==> src/rtl/data_mem_port.sv <==
// -----------------------------------------------------------------------------
// data_mem_port
//
// Data-memory access unit between the MEM stage and a word-wide data RAM.
// A load/store presented by EX/MEM is latched onto the bus registers and run
// through a req/ack handshake; the pipeline is stalled until the access
// finishes, then the writeback register and value are handed to MEM/WB.
// Non-memory instructions pass straight through with zero latency.
//
// Ports
//   clk, rst            rising-edge clock, synchronous active-low reset
//   i_readEnable        load request
//   i_writeEnable       store request (wins over read)
//   i_addr, i_sel       word address, byte-lane mask
//   i_signExt           load extension mode (1 = signed)
//   i_writeData         lane-aligned store data
//   i_result, i_regDest ALU result / writeback register for passthrough
//   o_stall             freezes the upstream pipeline registers
//   o_regDest, o_value  writeback register and value to MEM/WB
//   o_bus*              RAM request, write strobe, address, lanes, data
//   i_busAck, i_busRData one-cycle completion and read data
//   o_error             sticky fault (timeout or illegal load lane mask)
//
// state | meaning
// ------+-------------------------------------------------------------
// IDLE  | no access in flight; passthrough, or accept a new request
// BUSY  | request on the bus, waiting for ack or timeout
// DONE  | access finished; present result, pipeline advances this edge
// -----------------------------------------------------------------------------
module data_mem_port #(
  parameter int ADDR_WIDTH = 30,
  parameter int TIMEOUT    = 255
) (
  input  logic                  clk,
  input  logic                  rst,
  input  logic                  i_readEnable,
  input  logic                  i_writeEnable,
  input  logic [ADDR_WIDTH-1:0] i_addr,
  input  logic [3:0]            i_sel,
  input  logic                  i_signExt,
  input  logic [31:0]           i_writeData,
  input  logic [31:0]           i_result,
  input  logic [4:0]            i_regDest,
  output logic                  o_stall,
  output logic [4:0]            o_regDest,
  output logic [31:0]           o_value,
  output logic                  o_busReq,
  output logic                  o_busWe,
  output logic [ADDR_WIDTH-1:0] o_busAddr,
  output logic [3:0]            o_busSel,
  output logic [31:0]           o_busWData,
  input  logic                  i_busAck,
  input  logic [31:0]           i_busRData,
  output logic                  o_error
);

  typedef enum logic [1:0] {
    IDLE = 2'd0,
    BUSY = 2'd1,
    DONE = 2'd2
  } state_t;

  // Down-counter loaded on entry to BUSY; terminal count 0 means the
  // TIMEOUT-th BUSY cycle has passed without an ack.
  localparam logic [7:0] TMO_LOAD = 8'(TIMEOUT - 1);

  state_t      state;
  logic [7:0]  tmo_cnt;
  logic [31:0] rdata_q;
  logic        sign_ext_q;
  logic [4:0]  reg_dest_q;

  logic        req_valid;
  logic        sel_legal;
  logic [7:0]  byte_f;
  logic [15:0] half_f;
  logic [31:0] load_value;

  assign req_valid = i_readEnable | i_writeEnable;

  always_comb begin
    case (o_busSel)
      4'b1111, 4'b0011, 4'b1100,
      4'b0001, 4'b0010, 4'b0100, 4'b1000: sel_legal = 1'b1;
      default:                            sel_legal = 1'b0;
    endcase
  end

  // Move the selected field to bit 0 and extend it; illegal masks return
  // the whole word (the error flag is raised when the data is latched).
  always_comb begin
    byte_f     = 8'h00;
    half_f     = 16'h0000;
    load_value = rdata_q;
    case (o_busSel)
      4'b0011: begin
        half_f     = rdata_q[15:0];
        load_value = {{16{sign_ext_q & half_f[15]}}, half_f};
      end
      4'b1100: begin
        half_f     = rdata_q[31:16];
        load_value = {{16{sign_ext_q & half_f[15]}}, half_f};
      end
      4'b0001: begin
        byte_f     = rdata_q[7:0];
        load_value = {{24{sign_ext_q & byte_f[7]}}, byte_f};
      end
      4'b0010: begin
        byte_f     = rdata_q[15:8];
        load_value = {{24{sign_ext_q & byte_f[7]}}, byte_f};
      end
      4'b0100: begin
        byte_f     = rdata_q[23:16];
        load_value = {{24{sign_ext_q & byte_f[7]}}, byte_f};
      end
      4'b1000: begin
        byte_f     = rdata_q[31:24];
        load_value = {{24{sign_ext_q & byte_f[7]}}, byte_f};
      end
      default: load_value = rdata_q;
    endcase
  end

  always_ff @(posedge clk) begin
    if (!rst) begin
      state      <= IDLE;
      tmo_cnt    <= 8'd0;
      o_busReq   <= 1'b0;
      o_busWe    <= 1'b0;
      o_busAddr  <= '0;
      o_busSel   <= 4'b0000;
      o_busWData <= 32'h0;
      rdata_q    <= 32'h0;
      sign_ext_q <= 1'b0;
      reg_dest_q <= 5'd0;
      o_error    <= 1'b0;
    end else begin
      case (state)
        IDLE: begin
          if (req_valid) begin
            o_busReq   <= 1'b1;
            o_busWe    <= i_writeEnable;
            o_busAddr  <= i_addr;
            o_busSel   <= i_sel;
            o_busWData <= i_writeData;
            sign_ext_q <= i_signExt;
            reg_dest_q <= i_regDest;
            tmo_cnt    <= TMO_LOAD;
            state      <= BUSY;
          end
        end
        BUSY: begin
          if (i_busAck) begin
            o_busReq <= 1'b0;
            rdata_q  <= i_busRData;
            if (!o_busWe && !sel_legal) o_error <= 1'b1;
            state    <= DONE;
          end else if (tmo_cnt == 8'd0) begin
            o_busReq <= 1'b0;
            rdata_q  <= 32'h0;
            o_error  <= 1'b1;
            state    <= DONE;
          end else begin
            tmo_cnt <= tmo_cnt - 8'd1;
          end
        end
        DONE:    state <= IDLE;
        default: state <= IDLE;
      endcase
    end
  end

  // Stall is combinational in IDLE so the request cycle itself is frozen;
  // it is held off while reset is asserted.
  always_comb begin
    o_stall   = 1'b0;
    o_regDest = 5'd0;
    o_value   = 32'h0;
    case (state)
      IDLE: begin
        o_stall   = rst & req_valid;
        o_regDest = req_valid ? 5'd0 : i_regDest;
        o_value   = i_result;
      end
      BUSY: begin
        o_stall = 1'b1;
      end
      DONE: begin
        if (!o_busWe) begin
          o_regDest = reg_dest_q;
          o_value   = load_value;
        end
      end
      default: ;
    endcase
  end

endmodule

==> config.mk <==
export PLATFORM = sky130hd
export DESIGN_NAME = data_mem_port
export DESIGN_NICKNAME = d
export VERILOG_FILES = /design/src/rtl/data_mem_port.sv
export SDC_FILE = /design/constraint.sdc
export NUM_CORES = 1
export LEC_CHECK = 0
export CAP_MARGIN = 30
export CORE_AREA = 8 8 136 125
export CTS_BUF_LIST = sky130_fd_sc_hd__clkbuf_8
export DETAILED_ROUTE_END_ITERATION = 10
export DIE_AREA = 0 0 144 133
export PLACE_DENSITY_LB_ADDON = 0.2
export SYNTH_ARGS = -nofsm -noshare
export SYNTH_HDL_FRONTEND = slang
export SYNTH_SLANG_ARGS = --single-unit
export TNS_END_PERCENT = 20
==> constraint.sdc <==
create_clock -name clk -period 2.8 [get_ports clk]
set_input_delay 0.84 -clock clk [delete_from_list [all_inputs] [get_ports clk]]
set_output_delay 0.84 -clock clk [all_outputs]
set_load 0.01 [all_outputs]
* Word-level counts from Yosys, hierarchy flattened
Cells that the tools add are included.
** Word-level totals
- Flip-flop bits (word level) :: 117
- Output and inout bits :: 107
- Input bits :: 141
- Word-level logic and storage cells :: 71
** Cells by class
- Muxes and demuxes :: 25
- Add/subtract/negate cells :: 1
- Equality and inequality tests :: 14
- Bitwise operators :: 6
- Reduce and logical (&&, ||, !) cells :: 14
** Operator list (number)
- $pmux 32 s6 :: 1
- $mux 32 :: 3
- $pmux 32 s2 :: 1
- $mux 8 :: 3
- $pmux 8 s2 :: 1
- $eq 4x4->1 const B :: 3
- $mux 5 :: 2
- $pmux 5 s2 :: 1
- $eq 4x2->1 const B :: 2
- $logic_not 8->1 :: 1
- $sub 8x1->8 const B :: 1
- $mux 1 :: 7
- $reduce_or 7->1 :: 1
- $mux 2 :: 3
- $ne 2x2->1 const B :: 3
- $reduce_and 2->1 :: 3
- $reduce_and 3->1 :: 2
- $and 1x1->1 :: 5
- $eq 4x1->1 const B :: 1
- $eq 4x3->1 const B :: 1
- $pmux 1 s2 :: 2
- $pmux 2 s2 :: 1
- $reduce_and 4->1 :: 1
- $reduce_bool 2->1 :: 2
- 8 further kinds :: 9

* Logic depth before layout (Yosys ltp)
- Word-level depth :: 7
- Mapped depth :: 7
- Gate-level depth less buffers :: 6

* Least setup slack after synthesis
OpenSTA, ideal clock, no wires.
- Path kind :: reg2out
- Start :: register o_busSel[0]
- End :: output port o_value[10]
- Buffers on the path :: 2
- Arrival time :: 1666 ps
- Path slack :: 294 ps
- Data required time :: 1960 ps
- Cell stages (with the launch flop) :: 7
- Cell sequence :: dfxtp_1 > clkbuf_4 > nand3b_1 > a2111oi_4 > or2_1 > buf_4 > a221o_1
** On the way
- Word-level cells in the longest chain between the ends :: 4
- Elaborated cells between the ends (all ways) :: 9
- Those cells by class :: eq/ne (6); mux (3)
** Ends and longest elaborated chain
- start: declaration :: line 50 : output logic [3:0] o_busSel,
- start signal: assignment :: line 144 : o_busSel <= i_sel;
- $eq 4x4->1, or another cell as far along :: line 95 : case (o_busSel)
- $pmux 32 s6 * :: line 95
- $mux 32 * :: line 189 : if (!o_busWe) begin
- $pmux 32 s2 * :: line 179 : case (state)
- end: declaration :: line 46 : output logic [31:0] o_value,
Every way passes the cells marked *; elsewhere a longest branch is shown, timed or not.

* Worst setup path in the final report
- Start :: register o_busSel[0]
- End :: output port o_value[11]
Same word-level chain as after synthesis.

==> flow_summary_export.csv <==
group,metric,value,unit
final_layout,synthToLayoutAreaGrowth,61.15,%
synthesis,synthAdderAreaFrac,0.4357,%
synthesis,ys_seq_elements,117,
synthesis,synth.avg_cell_area,8.433,sq um
grt,grt_usage,22.18,%
synthesis,synth_simple_gate_area_share,20.68,%
final_layout,drive_above_1_share,17.87,%
route,wl_per_cell,18.67,um
grt,gr-total-overflow,0,
die,rows,42,
cts,clk_pin_slew_worst_paths,0.07,ns
timing,post-route-min-period,2.983,ns
power,peakVddDrop,0.4238,mV
final_layout,final_cells,1166,
cts,cts-root-buf,"clkbuf_8",
cts,postCtsHoldBufs,0,
placement,place_hpwl,15.76,mm
synthesis,syn_area,5743,sq um
power,switchingPower,1.453,mW
grt,grt_pass1_vias,6386,
final_layout,diodes,0,
flow_run,maxCapViolCount,0,
power,power.share.clock,32.2,%
worst_setup_path,crit_fanout,6,
timing,fmax,0.3352,GHz
grt,grt_start_max_net_pins,89,
cts,cts_tree,"yes",
synthesis,synth_fp_nets,824,
final_layout,finalNetCount,1098,
synthesis,synth_compound_area_share,32.66,%
final_layout,layout_commonest_cell,"clkdlybuf4s50_1",
synthesis,ys.flop_type,"dfxtp_1",
synthesis,syn-instance-count,681,
synthesis,synth_xor_area_share,0.5882,%
timing,period_share,106.5,%
worst_setup_path,worstPathArrival,2.14,ns
placement,placed_cells,1124,
placement,gp_congestion,0.8691,
synthesis,synth_top_family_by_area,"compound AO/OA/AOI/OAI gates",
placement,port_buffers,247,
cts,clock_latency,0.43,ns
worst_setup_path,cp-start-kind,"flop",
route,ant_nets,0,
worst_setup_path,worstRegToRegCells,7,
hold_path,min_path_type,"reg -> reg",
power,p_int,3.431,mW
grt,antenna_found_initial,1,
die,die_h,133,um
power,p_seq_share,38.8,%
timing,slew_violations,0,
synthesis,ys_seq_area_share,40.78,%
synthesis,muxShareOfSynthArea,0,%
die,fp.dieW,144,um
cts,htreeDepth,4,
timing,skew,0.008804,ns
cts,cts_buffers,17,
synthesis,synth_cell_types,50,
final_layout,utilization,63.58,%
synthesis,yosysWarningCount,0,
hold_path,holdCritStartpoint,"o_busAddr[17]$_SDFFE_PN0P_",
worst_setup_path,cp-end-kind,"primary output",
timing,hold_viol_final,0,
timing,slew_headroom,52.36,%
final_layout,fillCellCount,1247,
route,dr_total_vias,6312,
die,fp.coreArea,14560,sq um
timing,setup_viol,25,
route,drtIter0Drc,453,
worst_setup_path,critPathRequiredTime,1.96,ns
power,power.density,527.7,nW/um^2
die,initial_utilization,39.45,%
die,ios,248,
power,leakage,3.667,nW
route,drt_wl_total,21.77,mm
hold_path,holdPathEnd,"o_busAddr[17]$_SDFFE_PN0P_",
hold_path,hold_depth,2,
power,swShare,29.74,%
grt,grt_pass1_wl,33.95,mm
outcome,violations,"setup timing",
route,drt-vias-per-instance,5.413,
timing,setup_ws,-0.1832,ns
die,dieArea,19150,sq um
timing,worst_pin_slew,0.7145,ns
cts,clock_path_buffers,2,
worst_setup_path,r2r_setup_slack,0.94,ns
route,drc,0,
synthesis,synth_edf_count,0,
power,combPwrFrac,29.0,%
final_layout,final_cell_mix,"206 x clkdlybuf4s50_1, 164 x nand2_1, 113 x dfxtp_1",
placement,place_ws,-0.4605,ns
outcome,run_status,"finished with violations",
timing,fin_setup_tns,-3.008,ns
timing,fin_hold_ws,0.4656,ns
timing,rsz0062_at_grt,"yes",
synthesis,synthArstFlopShare,0,%
route,dr.pass1.iters,5,
worst_setup_path,worstSetupPathType,"reg -> out",
worst_setup_path,regToRegEndpoint,"tmo_cnt[4]$_SDFFE_PN0P_",
cts,cts.sink_count,117,
worst_setup_path,r2r_start,"tmo_cnt[0]$_SDFFE_PN0P_",
==> state kept, by name (all words and copies together), names as in the netlist <==
| name | count |
|---|---|
| o_busAddr | 30 |
| o_busReq | 1 |
| o_busSel | 4 |
| o_busWData | 32 |
| o_busWe | 1 |
| o_error | 1 |
| rdata_q | 32 |
| reg_dest_q | 5 |
| sign_ext_q | 1 |
| state | 2 |
| tmo_cnt | 8 |
==> critical path: stages (launching register included) <==
cell and delay (ns):
dfxtp_4 0.36, nand3b_1 0.21, a2111oi_4 0.47, or2_1 0.21, buf_6 0.13, a221o_1 0.20, buf_6 0.12
==> area by class of cell <==
class / instances / area [sq um] / area share [%]
well taps: 198 / 247.7 / 2.677
repair buffers: 312 / 2947 / 31.84
flip-flops and latches: 117 / 2355 / 25.44
clock inverters: 10 / 105.1 / 1.136
inverters: 5 / 18.77 / 0.2028
multi-input cells: 502 / 3279 / 35.43
clock buffers: 22 / 302.8 / 3.272
==> synth_stat cells (all sizes together), types with 3 or more instances <==
| cell type | count | share of area, % |
|---|---|---|
| a221o | 16 | 2.8 |
| buf | 29 | 2.6 |
| and3 | 6 | 0.65 |
| a22oi | 15 | 2.0 |
| nor2b | 3 | 0.33 |
| a21oi | 12 | 1.0 |
| o31a | 3 | 0.46 |
| nor4 | 19 | 2.1 |
| o2bb2ai | 16 | 2.4 |
| a211o | 3 | 0.46 |
| o21ai | 11 | 0.96 |
| a21boi | 75 | 9.8 |
| o31ai | 16 | 2.1 |
| dfxtp | 117 | 41 |
| nor3b | 5 | 0.74 |
| nor2 | 22 | 1.4 |
| nand3 | 6 | 0.52 |
| and2 | 17 | 1.9 |
| nand3b | 5 | 0.65 |
| inv | 4 | 0.26 |
| a2111oi | 3 | 1.1 |
| nand2 | 165 | 11 |
| clkbuf | 28 | 1.9 |
| xor2 | 3 | 0.59 |
| a21o | 18 | 2.4 |
| a22o | 38 | 5.8 |
| nor3 | 5 | 0.44 |
| nand4 | 3 | 0.33 |
==> cell families after synthesis <==
logic type	Yosys count
fa+ha+maj	2
compound gates	234
xor+xnor	3
simple gates	263
buf+inv	62
flops	117
==> stage by stage <==
step	cell area, sq um	power, mW
6_report	9255	4.884
4_1_cts	9190	4.894
5_1_grt	9255	5.119
3_5_place_dp	8715	3.348
2_1_floorplan	5743	2.562
3_3_place_gp	8715	3.310
==> timing repair <==
item | in CTS | in global routing
gates cloned | 0 | 1
setup buffers | 10 | 1
setup endpoints to repair | 38 | 35
pin swaps | 25 | 19
gates resized for setup | 180 | 21
==> layer usage <==
layer,vias up,global-route usage (%),wire length [um]
li1,3008,-,-
met1,2986,25.10,8485
met2,279,35.50,10190
met3,37,11.08,2705
met4,2,7.297,378
met5,-,0,13
==> power groups by stage <==
stage	combinational, mW	clock, mW	sequential [mW]
after floorplan	0.614	0	1.95
after global placement	1.39	0	1.92
after detailed placement	1.42	0	1.93
after CTS	1.40	1.61	1.89
after global routing	1.53	1.68	1.91
final	1.42	1.57	1.89
==> how the worst max path moves through the flow <==
stage | start | endpoint | slack, ns | cells after the start
after floorplan | o_busSel[0]$_SDFFE_PN0P_ | o_value[10] | 0.29 | 6
after global placement | i_writeEnable | o_regDest[4] | -0.47 | 5
after detailed placement | i_writeEnable | o_regDest[2] | -0.46 | 5
after CTS | o_busSel[0]$_SDFFE_PN0P_ | o_value[10] | -0.15 | 6
after global routing | o_busSel[0]$_SDFFE_PN0P_ | o_value[11] | -0.27 | 6
final | o_busSel[0]$_SDFFE_PN0P_ | o_value[11] | -0.18 | 6
Note: power is estimated with default switching activity, not from simulation.
